==> src/rtl/ppl_fetch_pkg.sv <==
// ppl_fetch_pkg: shared definitions for the instruction-fetch stage.
//   - pcSrc encodings used by decode to steer the next PC
//   - default bubble instruction (sll $0,$0,0)
//   - fetch FSM state encoding
//   - IF/ID payload struct
package ppl_fetch_pkg;

  localparam logic [1:0] PCSRC_SEQ = 2'd0;
  localparam logic [1:0] PCSRC_BR  = 2'd1;
  localparam logic [1:0] PCSRC_JR  = 2'd2;
  localparam logic [1:0] PCSRC_JAL = 2'd3;

  localparam logic [31:0] NOP_INST_DFLT = 32'h0000_0000;

  typedef enum logic {
    ST_FETCH = 1'b0,
    ST_HOLD  = 1'b1
  } fetch_state_e;

  typedef struct packed {
    logic [31:0] pc4;
    logic [31:0] inst;
  } ifid_t;

endpackage

==> src/rtl/mux4x32.sv <==
// mux4x32: 4-input, 32-bit wide select.
//   sel  in  2   input select
//   in0..in3 in 32 data inputs
//   y    out 32  selected input
module mux4x32 (
  input  logic [1:0]  sel,
  input  logic [31:0] in0,
  input  logic [31:0] in1,
  input  logic [31:0] in2,
  input  logic [31:0] in3,
  output logic [31:0] y
);

  always_comb begin
    y = in0;
    case (sel)
      2'd0: y = in0;
      2'd1: y = in1;
      2'd2: y = in2;
      2'd3: y = in3;
      default: y = in0;
    endcase
  end

endmodule

==> src/rtl/ppl_fetch.sv <==
// ppl_fetch: instruction-fetch stage with one branch delay slot.
// Owns the PC, the instruction-memory request handshake and the IF/ID
// register. Inserts NOP bubbles while memory is slow and parks a completed
// instruction in a hold buffer while decode is stalled.
//   clk, reset            clock, synchronous active-high reset
//   pcSrc, pcContinue     next-PC select and decode stall (0 = stall)
//   branchAddr/jrAddr/jalAddr  redirect targets
//   imemReq/imemAddr      fetch request and address (combinational)
//   imemValid/imemData    memory response, same-cycle allowed
//   pc4, inst             IF/ID register outputs
module ppl_fetch
  import ppl_fetch_pkg::*;
#(
  parameter logic [31:0] RESET_PC = 32'h0000_0000,
  parameter logic [31:0] NOP_INST = NOP_INST_DFLT
) (
  input  logic        clk,
  input  logic        reset,
  input  logic [1:0]  pcSrc,
  input  logic        pcContinue,
  input  logic [31:0] branchAddr,
  input  logic [31:0] jrAddr,
  input  logic [31:0] jalAddr,
  output logic        imemReq,
  output logic [31:0] imemAddr,
  input  logic        imemValid,
  input  logic [31:0] imemData,
  output logic [31:0] pc4,
  output logic [31:0] inst
);

  fetch_state_e state_q, state_d;
  logic [31:0]  pc_q, pc_d;
  logic         redir_pend_q, redir_pend_d;
  logic [31:0]  redir_tgt_q, redir_tgt_d;
  ifid_t        hold_q, hold_d;
  ifid_t        ifid_q, ifid_d;

  logic [31:0]  pc_plus4;
  logic [31:0]  target;
  logic         redirect;
  logic         complete;

  assign pc_plus4 = pc_q + 32'd4;
  // pcSrc only means something when decode is not stalled.
  assign redirect = pcContinue && (pcSrc != PCSRC_SEQ);
  assign complete = (state_q == ST_FETCH) && imemValid;

  mux4x32 u_tgt_mux (
    .sel (pcSrc),
    .in0 (pc_plus4),
    .in1 (branchAddr),
    .in2 (jrAddr),
    .in3 (jalAddr),
    .y   (target)
  );

  assign imemReq  = (state_q == ST_FETCH) && !reset;
  assign imemAddr = pc_q;
  assign pc4      = ifid_q.pc4;
  assign inst     = ifid_q.inst;

  always_comb begin
    state_d      = state_q;
    pc_d         = pc_q;
    redir_pend_d = redir_pend_q;
    redir_tgt_d  = redir_tgt_q;
    hold_d       = hold_q;
    ifid_d       = ifid_q;

    case (state_q)
      ST_FETCH: begin
        if (complete) begin
          // A pending redirect wins: the instruction just returned is the
          // delay slot of the branch that raised it.
          if (redir_pend_q)  pc_d = redir_tgt_q;
          else if (redirect) pc_d = target;
          else               pc_d = pc_plus4;
          redir_pend_d = 1'b0;
          if (pcContinue) begin
            ifid_d = '{pc4: pc_plus4, inst: imemData};
          end else begin
            hold_d  = '{pc4: pc_plus4, inst: imemData};
            state_d = ST_HOLD;
          end
        end else begin
          // Request stays on the same address; remember where to go next.
          if (redirect && !redir_pend_q) begin
            redir_pend_d = 1'b1;
            redir_tgt_d  = target;
          end
          if (pcContinue) ifid_d = '{pc4: pc_plus4, inst: NOP_INST};
        end
      end

      ST_HOLD: begin
        if (pcContinue) begin
          ifid_d  = hold_q;
          state_d = ST_FETCH;
          // Held instruction is the delay slot; PC already holds the
          // sequential value, so only a redirect changes it.
          if (redirect) pc_d = target;
        end
      end

      default: state_d = ST_FETCH;
    endcase
  end

  always_ff @(posedge clk) begin
    if (reset) begin
      state_q      <= ST_FETCH;
      pc_q         <= RESET_PC;
      redir_pend_q <= 1'b0;
      redir_tgt_q  <= 32'h0;
      hold_q       <= '{pc4: 32'h0, inst: NOP_INST};
      ifid_q       <= '{pc4: 32'h0, inst: NOP_INST};
    end else begin
      state_q      <= state_d;
      pc_q         <= pc_d;
      redir_pend_q <= redir_pend_d;
      redir_tgt_q  <= redir_tgt_d;
      hold_q       <= hold_d;
      ifid_q       <= ifid_d;
    end
  end

endmodule

==> config.mk <==
export PLATFORM = sky130hd
export DESIGN_NAME = ppl_fetch
export DESIGN_NICKNAME = d
export VERILOG_FILES = /design/src/rtl/ppl_fetch_pkg.sv /design/src/rtl/mux4x32.sv /design/src/rtl/ppl_fetch.sv
export SDC_FILE = /design/constraint.sdc
export NUM_CORES = 1
export LEC_CHECK = 0
export BUFFER_PORTS_ARGS = -buffer_cell sky130_fd_sc_hd__buf_4
export CAP_MARGIN = 30
export CELL_PAD_IN_SITES_DETAIL_PLACEMENT = 0
export CELL_PAD_IN_SITES_GLOBAL_PLACEMENT = 1
export CORE_MARGIN = 2
export CORE_UTILIZATION = 42
export CTS_CLUSTER_SIZE = 8
export DETAILED_ROUTE_END_ITERATION = 6
export GPL_TIMING_DRIVEN = 0
export PLACE_DENSITY = 0.92
export SETUP_SLACK_MARGIN = 0.15
export SLEW_MARGIN = 40
export SYNTH_ARGS = -nofsm -noshare
export SYNTH_HDL_FRONTEND = slang
export SYNTH_SLANG_ARGS = --single-unit
==> constraint.sdc <==
create_clock -name clk -period 6.7 [get_ports clk]
set_clock_uncertainty 0.15 [all_clocks]
set_input_delay 0.67 -clock clk [delete_from_list [all_inputs] [get_ports clk]]
set_output_delay 0.67 -clock clk [all_outputs]
set_load 0.01 [all_outputs]
# Yosys cells after proc, flatten, opt, wreduce, memory -nomap -nowiden
# Cells that the tools add are included.
# Widths: inputs -> output; s select.
# totals
register_bits	194
wordCells	50
out_inout_bits	97
# classes
muxes	17
reduce_logical	14
n_addsub	1
bitwise_logic	3
eq_ne	7
# op_table
operator	n
$mux 64	4
$mux 32	5
$pmux 32 s4	1
$pmux 64 s2	1
$pmux 32 s2	1
$add 32x3->32 const B	1
$reduce_and 3->1	3
$ne 2x2->1 const B	3
$eq 2x2->1 const B	2
$logic_and 1x1->1	4
$mux 1	4
$reduce_and 2->1	2
$reduce_bool 2->1	2
$not 1->1	3
$eq 2x1->1 const B	1
$logic_not 1->1	2
$logic_not 2->1	1
$ne 2x1->1 const B	1
$pmux 1 s2	1

# Logic depth before layout (Yosys ltp)
# depth
word_depth	6
depth_mapped	9
ltp_nobuf	7

# Modules after synthesis
# From an unflattened synthesis, not the netlist that was laid out.
# unflattened
cells_unflattened	1163
hier_area_um2	9706.8
# by_module_without_submodules
module	cells_per_inst	seq_area_each_um2	n_inst	area_per_inst_um2
ppl_fetch	1124	3883.7	1	8892.3
mux4x32	39	0.0	1	814.5

# Worst setup path before layout
# No wires, ideal clock.
# synth_timing
path_type	reg2reg
start	reg pc_q[4], in the netlist imemAddr[4]
end	reg pc_q[15], in the netlist imemAddr[15]
setup_slack_ps	4303
t_arrival_ps	2115
stages_incl_launch_ff	8
cell_sequence	dfxtp_1 clkbuf_2 nand4_2 or4_4 xnor2_1 mux4_2 a21oi_1 nor3_1
# synth_via
elab_chain_len	6
# synth_lines
element	line_no	text
from (decl)	ppl_fetch.sv:33	logic [31:0] pc_q, pc_d;
from (signal assigned)	ppl_fetch.sv:120	pc_q <= pc_d;
$add 32x3->32 *	ppl_fetch.sv:44	assign pc_plus4 = pc_q + 32'd4;
$pmux 32 s4	mux4x32.sv:16	case (sel)
$mux 32	ppl_fetch.sv:77	else if (redirect) pc_d = target;
$mux 32	ppl_fetch.sv:76	if (redir_pend_q) pc_d = redir_tgt_q;
$mux 32	ppl_fetch.sv:73	if (complete) begin
$pmux 32 s2 *	ppl_fetch.sv:71	case (state_q)
# Mark *: on every way between the ends. The rest lies on a longest branch, timed or not. The select of a mux whose other input is x is not followed.
# A chain may end at the register's enable or synchronous reset.

# Final worst setup path
# layout_timing
start	reg state_q
end	out imemReq
# layout_via
elab_chain_len	2
# layout_lines
element	line_no	text
from (decl)	ppl_fetch.sv:32	fetch_state_e state_q, state_d;
from (signal assigned)	ppl_fetch.sv:119	state_q <= state_d;
$not 1->1 (no line)	n/a	
$logic_and 1x1->1	ppl_fetch.sv:58	assign imemReq = (state_q == ST_FETCH) && !reset;
to (decl)	ppl_fetch.sv:24	output logic imemReq,
# Every way passes these cells.

==> summary.md <==
| Metric | Value |
|---|---|
| Ant. Diodes | `0` |
| Clock Path Buffers | `2` |
| Maximum VDD drop | `122 uV` |
| Initial Util | `43.1%` |
| Sum Neg Setup Slack | `0 ps` |
| Mapped cell area | `9490 um^2` |
| Cts hold-fix bufs | `0` |
| Logic pwr share | `19.1%` |
| Crit path kind | `register to primary output` |
| Ys async rst share | `0%` |
| CTS sink cnt | `a little under 200` |
| Wirelength per Cell | `19.4 um` |
| DR top layer | `met4` |
| Antenna Nets Post-Route | `0` |
| Sw Pwr | `863 uW` |
| Syn nets | `1,357` |
| Reg2reg start | `imemAddr[2]$_SDFFE_PP0P_` |
| Top FF cell, synth | `dfxtp_1` |
| Vias in the first global route | `9,074` |
| Worst EP required | `5880 ps` |
| Worst setup EP type | `primary output` |
| Die Area | `between 20,000 and 25,000 um^2` |
| Switching portion of total power | `about 30%` |
| DRC Markers | `0` |
| Post-route minimum period | `3650 ps` |
| Clock transition at path regs | `~70 ps` |
| H-tree depth | `4` |
| Area occupied by multi-input gates | `5140 um^2` |
| Most numerous cell in the Yosys netlist | `nand2_1` |
| Placed Area | `11,500 um^2` |
| Metal3 WL | `about 3 mm` |
| Clock root buffer | `clkbuf_16` |
| Top cells by area, synth | `dfxtp_1 (41%), nand2_1 (8.3%), nor2_1 (7.2%)` |
| Critical Path, Cell by Cell | `clkbuf_1 -> clkbuf_1 -> buf_2 -> clkbuf_1 -> nor2_1 -> buf_4` |
| DR vias/cell | `5.64` |
| FF/Latch Area | `approximately 3900 um^2` |
| Hold path depth | `2` |
| Critical Path Start | `state_q$_SDFF_PP0_` |
| GPL Wtd Cong | `roughly 0.94` |
| Met2 WL | `roughly 16 mm` |
| Post-synth top area share | `approximately 41%` |
| Reg power frac | `around 44%` |
| Reg-to-reg endpoint | `redir_tgt_q[12]$_SDFFE_PP0P_` |
| Worst-path fanout max | `10` |
| Num CTS Buffers | `17` |
| DRT Pass-1 Iters | `6` |
| Die Ht | `154 um` |
| RSZ-0062 raised after global routing | `false` |
| Clock Power Share | `36.6%` |
| Die width | `154 um` |
| Leakage | `just under 0.005 uW` |
| CTS tree | `done` |
| Crit path DAT | `~2800 ps` |
| Post_cts resized | `0` |
| Hold Path End | `hold_q[25]$_SDFFE_PP0P_` |
| Number of synthesized register bits | `between 150 and 200` |
| Congestion Overflow GR | `0` |
| Initial antenna violation count | `0` |
| Final setup viols | `0` |
| Post-synth top area cell | `dfxtp_1` |
| Final hold vios | `0` |
| Hold Path Class | `register to register` |
| Fin crit share | `a little over half` |
| Pint | `2030 uW` |
| # rows | `54` |
| Rel. slew slack | `45.4%` |
| Gr usage total | `28.1%` |
| Synthesized instance count | `1,222` |
| P&R area growth vs syn | `28.1%` |
| DP HPWL | `25.8 mm` |
| Yosys cell types | `56` |
| Total routed wirelength | `34.2 mm` |
| Post-synth top cells | `nand2_1 (211), dfxtp_1 (194), nor2_1 (181)` |
| Via count | `~9,900` |
| Fraction of final layout cells sized beyond drive strength 1 | `around a fifth` |
| EDFF count, synth | `0` |
| Crit path max-delay cell type | `clkbuf_1` |
| Clk_lat worst skew | `440 ps` |
| Max Transition Viols Final | `0` |
| Status | `completed` |
| Peak per-stage delay on the critical path | `500 ps` |
| Register area share after synthesis | `40.9%` |
| First-pass GRT wire length | `52.1 mm` |
| Fin area | `12,200 um^2` |
| FF-to-FF path depth | `7` |
| R2r setup slk | `3730 ps` |
| Fmax | `between 200 and 300 MHz` |
| Top Ports | `231` |
| WL met1 | `14.4 mm` |
| DR iter-0 viols | `798` |
| Syn. warnings | `0` |
| Number of fill cells | `2,152` |
| Min-delay src | `hold_q[25]$_SDFFE_PP0P_` |
| Largest net degree at the start of global routing | `18` |
| PwrDens | `238 nW/um^2` |
| Max-capacitance violation count | `0` |
| Worst-Margin Slew | `817 ps` |
| Crit path launch type | `register` |
| Net count, final | `1,603` |
| Synthesized area per cell | `approximately 7.8 um^2` |
| Core area | `22,000 um^2` |
| IO buf count | `227` |
| Postcts setup bufs | `0` |
| Crit path top cell by count | `clkbuf_1` |
==> critical path: cells and delay by family (launching register included) <==
family / cells / cell delay [ps]
buffers and inverters: 5 / 1950
and+or+nand+nor: 1 / 100
DFF: 1 / 350
==> power by group through the flow <==
| stage | clock, uW | combinational [uW] | sequential (uW) |
|---|---|---|---|
| global placement | 0 | 540 | 1310 |
| floorplan | 0 | 289 | 1310 |
| CTS | 1060 | 548 | 1280 |
| global route | 1110 | 599 | 1290 |
| finish | 1060 | 554 | 1280 |
| detailed placement | 0 | 546 | 1310 |
==> worst max-delay path by stage <==
stage | end | slack, ps | cells past startpoint
floorplan | imemAddr[15]$_SDFFE_PP0P_ | 4300 | 7
global placement | imemAddr[3]$_SDFFE_PP0P_ | 3210 | 6
detailed placement | imemAddr[3]$_SDFFE_PP0P_ | 3220 | 6
CTS | imemReq | 3080 | 6
global route | imemReq | 2880 | 6
finish | imemReq | 3050 | 6
==> cells in the final DEF (no fill, tap or decap), types with 3 or more instances in the layout <==
cell and n:
a211o_1 4, nor3_1 46, xor2_1 12, nor2b_1 16, a31oi_1 15, buf_1 9, xnor2_1 21, clkinv_4 3
nand4_1 6, a22o_1 3, clkbuf_1 82, buf_2 10, nor2_1 181, mux4_2 8, a21oi_1 109, o22ai_1 3
a221o_1 5, a222oi_1 4, mux2i_1 29, clkinvlp_4 4, mux2_2 12, o211ai_1 37, a211oi_1 29, nand3_1 15
a21o_1 4, o21ai_0 67, a221oi_1 13, dfxtp_1 194, o211a_1 3, buf_4 230, nand2b_1 15, clkbuf_16 17
nand2_1 211, and3_1 5, a22oi_1 9, o221ai_1 3, inv_1 9
==> state kept, by name, summed over array words and instances, names as in the netlist <==
register      count
inst             32
hold_q           64
redir_pend_q      1
pc4              32
state_q           1
imemAddr         32
redir_tgt_q      32
==> stage by stage <==
stage | total power [uW] | util (%) | setup WS [ps] | hold WS (ps) | std cells
after floorplan | 1600 | - | 4300 | 282 | 1222
after global placement | 1850 | 52.4 | 3210 | 289 | 1729
after detailed placement | 1860 | 52.4 | 3220 | 297 | 1729
after CTS | 2900 | 55.2 | 3080 | 306 | 1761
after global routing | 3010 | 55.2 | 2880 | 320 | 1761
final | 2900 | 55.2 | 3050 | 306 | 1761
==> routing by layer <==
metal  track usage, %  vias to the layer above
li1                 -                     4746
met1             37.6                     4613
met2             45.8                      503
met3             5.49                       66
met4             9.22                        0
met5                0                        -
==> final cells by class <==
type	instances	share of cell area, %
timing repair buffer	227	14.0
clock inverter	13	1.26
buffer	107	3.58
tap	280	2.88
multi-input combinational	912	42.3
sequential	194	32.0
clock buffer	19	3.73
inverter	9	0.278
==> logic make-up (layout without fill, tap and decap cells) <==
group / after synthesis / after routing / share of synthesized area, %
XOR/XNOR: 34 / 34 / 3.22
multiplexers: 49 / 49 / 6.38
flip-flops: 194 / 194 / 40.9
adder cells (fa/ha/maj): 1 / 1 / 0.132
buffers and inverters: 116 / 375 / 4.95
AND/OR/NAND/NOR: 511 / 511 / 23.5
AO/OA/AOI/OAI: 317 / 317 / 20.9
(Power assumes the default switching activity.)
